[src/rtl/hazard_forward_unit.sv]
// hazard_forward_unit
// Hazard detection and operand forwarding for the 8-bit execute stage.
// Tracks destination registers of the EX/MEM/WB instructions, registers
// the ALU A/B forwarding selects for the instruction entering EX, raises a
// combinational load-use stall and marks bubbles entering EX.
module hazard_forward_unit #(
  parameter int unsigned REG_ADDR_W = 3
) (
  input  logic                  clk,
  input  logic                  rst,
  input  logic                  id_valid,
  input  logic [REG_ADDR_W-1:0] id_rs1,
  input  logic [REG_ADDR_W-1:0] id_rs2,
  input  logic                  id_uses_rs1,
  input  logic                  id_uses_rs2,
  input  logic                  id_b_const,
  input  logic [REG_ADDR_W-1:0] id_rd,
  input  logic                  id_reg_write,
  input  logic                  id_mem_read,
  input  logic                  flush,
  output logic [1:0]            aluInputAForwardingSel,
  output logic [1:0]            aluInputBForwardingSel,
  output logic                  stall,
  output logic                  ex_bubble
);

  // Forwarding-mux select encoding seen by the ALU input muxes.
  typedef enum logic [1:0] {
    FWD_REG    = 2'b00,
    FWD_EX_MEM = 2'b01,
    FWD_MEM_WB = 2'b10
  } fwd_sel_e;

  // Per-stage tracking state.
  logic [REG_ADDR_W-1:0] r_ex_rd;
  logic                  r_ex_wr;
  logic                  r_ex_ld;
  logic [REG_ADDR_W-1:0] r_mem_rd;
  logic                  r_mem_wr;
  logic                  r_mem_ld;
  logic [REG_ADDR_W-1:0] r_wb_rd;
  logic                  r_wb_wr;

  // Registered outputs.
  fwd_sel_e              r_sel_a;
  fwd_sel_e              r_sel_b;
  logic                  r_ex_bubble;

  // Operand usage and hit detection.
  logic                  w_use_a;
  logic                  w_use_b;
  logic                  w_hit_ex_a;
  logic                  w_hit_ex_b;
  logic                  w_hit_mem_a;
  logic                  w_hit_mem_b;
  logic                  w_ldu_a;
  logic                  w_ldu_b;
  logic                  w_stall;
  logic                  w_bubble;
  fwd_sel_e              w_sel_a;
  fwd_sel_e              w_sel_b;

  // Pick the youngest non-load producer; load producers never reach here
  // because they force a stall, which turns the slot into a bubble.
  function automatic fwd_sel_e pick_sel(input logic used,
                                        input logic hit_ex,
                                        input logic hit_mem);
    fwd_sel_e sel;
    sel = FWD_REG;
    if (used) begin
      if (hit_ex) begin
        sel = FWD_EX_MEM;
      end else if (hit_mem) begin
        sel = FWD_MEM_WB;
      end
    end
    return sel;
  endfunction

  // Operand qualification and register-match detection against EX and MEM.
  always_comb begin
    w_use_a     = id_uses_rs1;
    w_use_b     = id_uses_rs2 & ~id_b_const;
    w_hit_ex_a  = r_ex_wr  & (r_ex_rd  == id_rs1);
    w_hit_ex_b  = r_ex_wr  & (r_ex_rd  == id_rs2);
    w_hit_mem_a = r_mem_wr & (r_mem_rd == id_rs1);
    w_hit_mem_b = r_mem_wr & (r_mem_rd == id_rs2);
  end

  // Load-use stall, bubble decision and next-cycle selects.
  always_comb begin
    // A younger non-load match in EX shadows an older load in MEM.
    w_ldu_a  = w_use_a & ((w_hit_ex_a & r_ex_ld) |
                          (w_hit_mem_a & r_mem_ld & ~w_hit_ex_a));
    w_ldu_b  = w_use_b & ((w_hit_ex_b & r_ex_ld) |
                          (w_hit_mem_b & r_mem_ld & ~w_hit_ex_b));
    w_stall  = id_valid & ~flush & (w_ldu_a | w_ldu_b);
    w_bubble = w_stall | flush | ~id_valid;
    w_sel_a  = FWD_REG;
    w_sel_b  = FWD_REG;
    if (!w_bubble) begin
      w_sel_a = pick_sel(w_use_a, w_hit_ex_a, w_hit_mem_a);
      w_sel_b = pick_sel(w_use_b, w_hit_ex_b, w_hit_mem_b);
    end
  end

  // Pipeline tracking: ID -> EX -> MEM -> WB, bubbles clear write/load flags.
  always_ff @(posedge clk or negedge rst) begin
    if (!rst) begin
      r_ex_rd  <= '0;
      r_ex_wr  <= 1'b0;
      r_ex_ld  <= 1'b0;
      r_mem_rd <= '0;
      r_mem_wr <= 1'b0;
      r_mem_ld <= 1'b0;
      r_wb_rd  <= '0;
      r_wb_wr  <= 1'b0;
    end else begin
      r_wb_rd  <= r_mem_rd;
      r_wb_wr  <= r_mem_wr;
      r_mem_rd <= r_ex_rd;
      r_mem_wr <= r_ex_wr;
      r_mem_ld <= r_ex_ld;
      r_ex_rd  <= id_rd;
      if (w_bubble) begin
        r_ex_wr <= 1'b0;
        r_ex_ld <= 1'b0;
      end else begin
        r_ex_wr <= id_reg_write;
        r_ex_ld <= id_mem_read;
      end
    end
  end

  // Register the forwarding selects and bubble flag as the instruction enters EX.
  always_ff @(posedge clk or negedge rst) begin
    if (!rst) begin
      r_sel_a     <= FWD_REG;
      r_sel_b     <= FWD_REG;
      r_ex_bubble <= 1'b1;
    end else begin
      r_sel_a     <= w_sel_a;
      r_sel_b     <= w_sel_b;
      r_ex_bubble <= w_bubble;
    end
  end

  // WB tracking must always hold a defined register address when it is writing.
  always_ff @(posedge clk) begin
    if (rst) begin
      assert (!$isunknown({r_wb_wr, r_wb_rd}));
    end
  end

  assign aluInputAForwardingSel = r_sel_a;
  assign aluInputBForwardingSel = r_sel_b;
  assign stall                  = w_stall;
  assign ex_bubble              = r_ex_bubble;

endmodule

[config.mk]
export PLATFORM = sky130hd
export DESIGN_NAME = hazard_forward_unit
export DESIGN_NICKNAME = d
export VERILOG_FILES = /design/src/rtl/hazard_forward_unit.sv
export SDC_FILE = /design/constraint.sdc
export NUM_CORES = 1
export LEC_CHECK = 0
export BUFFER_PORTS_ARGS = -buffer_cell sky130_fd_sc_hd__buf_2
export CAP_MARGIN = 10
export CORE_MARGIN = 3
export CORE_UTILIZATION = 40
export DETAILED_ROUTE_END_ITERATION = 10
export GPL_TIMING_DRIVEN = 0
export PLACE_DENSITY = 0.68
export REMOVE_ABC_BUFFERS = 1
export SETUP_SLACK_MARGIN = 0.1
export SLEW_MARGIN = 10
export SYNTH_ARGS = -nofsm -noshare
export SYNTH_HDL_FRONTEND = slang
export SYNTH_SLANG_ARGS = --single-unit
[constraint.sdc]
create_clock -name clk -period 5.6 [get_ports clk]
set_input_delay 1.12 -clock clk [delete_from_list [all_inputs] [get_ports clk]]
set_output_delay 1.12 -clock clk [all_outputs]
set_load 0.01 [all_outputs]
==> results.cfg, run 1 <==
[run_status]
status = completed

[synthesis]
synth_cell_types = 18
ys_seq_area_frac = 0.556
syn-cell-area_um2 = 677
async_flop_share = 1.00
synth_top_family_by_area = simple AND/OR/NAND/NOR gates
synth_xor_area_frac = 0.155
synth-seq-cells = 15
yosys_most_used_dff = dfrtp_1
synthMuxAreaShare = 0
synth_edf_count = 0
synth_simple_gate_area_frac = 0.185
ys.warnings.count = 0
syn_inst = 57
synth_compound_gate_area_share = 0.0980
avgSynthCellArea_um2 = 11.9
synth_fa_ha_area_frac = 0

[cts]
cts.sinks = 15
post_cts_buffers = 0
cts_buffers = 3
clk_latency_ns = 0.29
cts_resized = 0
tritoncts = yes
cts_root_buffer = clkbuf_4
cts_hold_buffers = 0
h-tree-depth = 1
cts.clk_slew.worst_paths_ns = 0.09
cts_buffer_depth = 2

[detailed_routing]
wire_per_inst_um = 12.8
drt-initial-drc-count = 9
via_count = 526
routed_wirelength_um = 1270
viasPerCell = 5.31
antenna_left = 0
dr.pass1.iters = 5
drc_errors = 0

[job]
maxCapViolCount = 0

[sta]
slew_viol_final = 0
rsz0062_at_grt = no
setup_tns_ns = 0
period_minus_slack_ns = 3.68
finClkSkew_ns = 0.00397
slew_headroom = 0.730
setup_viol = 0
hold_violations = 0
fmax_ghz = 0.272
tightest_slew_ns = 0.402
final.period_utilization = 0.657

[global_routing]
grt_pass1_wl_um = 2100
antenna_found_initial = 0
grt_overflow = 0
first_global_vias = 482
grt_max_degree = 16
track_usage = 0.136

[final_layout]
antennaDiodeCount = 0
areaGrowthSynthToFinish_pct = 23.5
final_common_cell = buf_2
final_cell_mix = buf_2, dfrtp_1, xor2_1
drive_gt1_frac = 0.361
fillers = 146
num-nets-final = 102

[worst_setup_path]
required_ns = 4.48
cp_common_cell = buf_2
arrival_ns = 2.56
worstPathMaxFanout = 6
ff2ff_setup_slack_ns = 3.76
path_class = input pin to primary output
startpoint_type = input pin
crit_buf_inv = 2
crit_slowest_cell = or4b_4
slowest_delay_ns = 0.54
cp_top_family = simple AND/OR/NAND/NOR gates
crit_path_end_kind = primary output
path_cells = buf_2, xor2_1, or4b_4, a32o_2, a22o_1, buf_2

[placed_design]
io_buffer_count = 23
gp_congestion = 0.692
dp_hpwl_um = 1010

[floorplan]
die_w_um = 47.1
die_y_um = 47.1
ios = 24
num_rows = 14
coreArea_mm2 = 0.00154
die-area_mm2 = 0.00222
initial_core_util = 0.439

[power]
power_density_mw_per_mm2 = 240
power.leakage_nw = 0.400
ir_drop_mv = 0.130
finalPower_mw = 0.201

[worst_hold_path]
hp-class = register to register
==> path summary, 6_finish.rpt <==
path / end / from / cells past startpoint
min in group asynchronous: r_mem_rd[2] / rst / 1
setup reg to reg: ex_bubble / r_ex_rd[1] / 4
max in group asynchronous: ex_bubble / rst / 1
setup / recovery: stall / id_rs2[1] / 6
hold / removal: r_mem_ld / r_ex_ld / 0
hold reg to reg: r_mem_ld / r_ex_ld / 0
==> flip-flops by register name, summed over array words and instances (netlist names) <==
signal	flops
r_ex_ld	1
r_ex_rd	3
ex_bubble	1
r_mem_rd	3
r_ex_wr	1
aluInputBForwardingSel	2
r_mem_wr	1
r_mem_ld	1
aluInputAForwardingSel	2
==> cell usage after synthesis (2+ instances only) <==
cell,number,area [µm²]
nor4_1,6,37.5
nand2_1,7,26.3
dfrtp_1,14,350
xor2_1,12,105
nand2b_1,2,12.5
a211oi_1,4,30.0
==> routing by layer <==
metal  up-vias  part of all wire  GRT usage
li1        257                 -          -
met5         -                 0          0
met4         0             0.019     0.0663
met3         4             0.081     0.0307
met1       248              0.43      0.193
met2        17              0.47      0.195
==> cells by family after synthesis <==
| logic type | Yosys count |
|---|---|
| AO/OA/AOI/OAI | 8 |
| buffers and inverters | 1 |
| flip-flops | 15 |
| XOR/XNOR | 12 |
| AND/OR/NAND/NOR | 21 |
==> cell type report <==
| type | count | area, µm² | share of cell area |
|---|---|---|---|
| multi-input combinational | 41 | 297 | 0.355 |
| timing repair buffer | 23 | 115 | 0.138 |
| sequential | 15 | 377 | 0.451 |
| clock buffer | 3 | 22.5 | 0.0269 |
| tap | 16 | 20.0 | 0.0240 |
| clock inverter | 1 | 5.00 | 0.00599 |
==> metrics by stage <==
stage          area (µm²)  hold slack [ns]  utilization  setup slack, ns  cells
2_1_floorplan         673            0.354            -             2.17     56
3_5_place_dp          808            0.375        0.524             1.92     95
6_report              836            0.397        0.542             1.92     99
3_3_place_gp          808            0.375        0.524             1.92     95
4_1_cts               836            0.397        0.542             1.92     99
5_1_grt               836            0.402        0.542             1.87     99
==> where the power goes <==
part | leakage, nW | internal (mW) | switching (mW)
Combinational | 0.192 | 0.0100 | 0.0110
Clock | 0.0177 | 0.0266 | 0.0372
Sequential | 0.190 | 0.112 | 0.00358
No activity file was read; power rests on OpenSTA's default activity.
==> run 2: changes to the inputs <==
- ABC_AREA: not set -> 1
- clock period: 5.6 -> 3.8 ns (I/O delays scaled with it)
==> results.cfg, run 2 <==
[run_status]
status = completed

[synthesis]
synth_cell_types = 12
synth_edf_count = 0
ys.warnings.count = 0
ys_top_cells_by_count = nand2_1, inv_1, nor2_1, dfrtp_1, nand3_1
avgSynthCellArea_um2 = 7.52
synth.area.top_cells = dfrtp_1, nand2_1, inv_1
synth.top_cell.area_share = 0.496
ys_seq_area_frac = 0.533
async_flop_share = 1.00
syn_inst = 94
yosys_most_used_dff = dfrtp_1
synth-seq-cells = 15
yosysTopAreaCell = dfrtp_1
synth.most_common_cell = nand2_1
syn-cell-area_um2 = 707

[worst_setup_path]
path_class = input pin to primary output
reg2reg_to = aluInputAForwardingSel[0]
path_cells = buf_2, inv_1, nand2_1, nand2_1, nor2_1, nand3_1, nand2_1, nand2_1, a21boi_0, buf_2
startpoint_type = input pin
cp_common_cell = nand2_1
slowest_delay_ns = 0.20
crit_slowest_cell = a21boi_0
ff2ff_setup_slack_ns = 2.45
arrival_ns = 1.84
worstPathMaxFanout = 3
crit_path_end_kind = primary output
required_ns = 3.04
reg2reg_depth = 7
r2r-start = r_ex_rd[1]

[global_routing]
grt_pass1_wl_um = 2120
antenna_found_initial = 0
first_global_vias = 554
grt_max_degree = 16
track_usage = 0.137
grt_overflow = 0

[power]
power_density_mw_per_mm2 = 337
pwr-share-clk = 0.311
swShare = 0.254
finalPower_mw = 0.294
power.leakage_nw = 0.524
net-switching-power_mw = 0.0747
p_int_mw = 0.219
ir_drop_mv = 0.244
seqPwrFrac = 0.577
combPwrFrac = 0.113

[final_layout]
design_area_um2 = 872
areaGrowthSynthToFinish_pct = 23.4
finalNonFillerCells = 137
multi_input_area_um2 = 270
fillers = 158
reg_top3 = r_ex_rd (3), r_mem_rd (3)
drive_gt1_frac = 0.256
seqCellArea_um2 = 377
final_common_cell = nand2_1
antennaDiodeCount = 0
final_cell_mix = nand2_1, buf_2, inv_1, nor2_1, dfrtp_1
num-nets-final = 140

[sta]
tightest_slew_ns = 0.324
finClkSkew_ns = 0.00924
hold_violations = 0
final.period_utilization = 0.683
fin_ws_ns = 1.20
rsz0062_at_grt = no
slew_viol_final = 0
fmax_ghz = 0.385
slew_headroom = 0.784
period_minus_slack_ns = 2.60
setup_tns_ns = 0
setup_viol = 0

[cts]
h-tree-depth = 1
tritoncts = yes
cts.sinks = 15
cts.clk_slew.worst_paths_ns = 0.09
cts_buffer_depth = 2
cts_buffers = 3
cts_resized = 0
clk_latency_ns = 0.29
cts_hold_buffers = 0
post_cts_buffers = 0
cts_root_buffer = clkbuf_4

[detailed_routing]
via_count = 612
routed_wirelength_um = 1300
viasPerCell = 4.47
wire_per_inst_um = 9.52
antenna_left = 0
dr.pass1.iters = 3
drc_errors = 0
drt-initial-drc-count = 3

[placed_design]
placed_area_um2 = 842
placed_cells = 133
io_buffer_count = 23
gp_congestion = 0.789
dpl_worst_slack_ns = 1.20
dp_hpwl_um = 1080

[floorplan]
num_rows = 14
ios = 24
initial_core_util = 0.448
die_y_um = 48.0
die-area_mm2 = 0.00231
coreArea_mm2 = 0.00158
die_w_um = 48.0

[worst_hold_path]
hp-class = input pin to async pin

[job]
maxCapViolCount = 0
-- run 2: changes by cell type after synthesis, sizes merged, moves of 3 or more --
cell / previous run / this run
nor4: 6 / 0
inv: 0 / 16
a211oi: 4 / 0
nor2: 0 / 17
nand2: 7 / 37
xor2: 12 / 0
nand3: 1 / 4
-- run 2: cell families (layout without fill, tap and decap cells) --
family,after synthesis,after routing,synth area share
AND/OR/NAND/NOR,58,58,0.340
AO/OA/AOI/OAI,5,5,0.0425
flip-flops,15,15,0.533
buffers and inverters,16,43,0.0850
-- run 2: cell type report --
cell class                      count  area share
Timing Repair Buffer               23       0.132
Multi-Input combinational cell     63       0.310
Sequential cell                    15       0.432
Clock buffer                        3      0.0258
Inverter                           16      0.0689
Tap cell                           16      0.0230
Clock inverter                      1     0.00861
-- run 2: power by group through the flow --
| stage | clock network [mW] | logic, mW | registers (mW) |
|---|---|---|---|
| 6_report | 0.0914 | 0.0332 | 0.170 |
| 5_1_grt | 0.104 | 0.0388 | 0.171 |
| 4_1_cts | 0.0959 | 0.0339 | 0.170 |
| 3_5_place_dp | 0 | 0.0338 | 0.173 |
| 3_3_place_gp | 0 | 0.0328 | 0.173 |
| 2_1_floorplan | 0 | 0.0176 | 0.172 |
-- run 2: routing by layer --
metal | global-route usage | wire length [µm] | vias up
met5 | 0 | 0 | -
met4 | 0.0806 | 31 | 0
met3 | 0.0489 | 68 | 4
met2 | 0.208 | 630 | 14
met1 | 0.164 | 572 | 262
li1 | - | - | 332
-- run 2: how the worst max path moves through the flow --
stage / end / start / slack (ns)
final: stall / id_rs2[1] / 1.20
after global routing: stall / id_rs2[1] / 1.09
after CTS: stall / id_rs2[0] / 1.20
after detailed placement: stall / id_rs2[0] / 1.20
after global placement: stall / id_rs2[0] / 1.26
after floorplan: stall / id_rs2[0] / 1.48
-- run 2: metrics by stage --
stage           util  hold slack, ns
2_1_floorplan      -           0.354
3_3_place_gp   0.534           0.361
3_5_place_dp   0.534           0.373
4_1_cts        0.553           0.353
5_1_grt        0.553           0.352
6_report       0.553           0.353
-- run 2: critical path, delay by kind of cell --
kind | cells | cell delay [ns]
AND/OR/NAND/NOR | 6 | 0.57
buffers and inverters | 3 | 0.30
AO/OA/AOI/OAI | 1 | 0.20
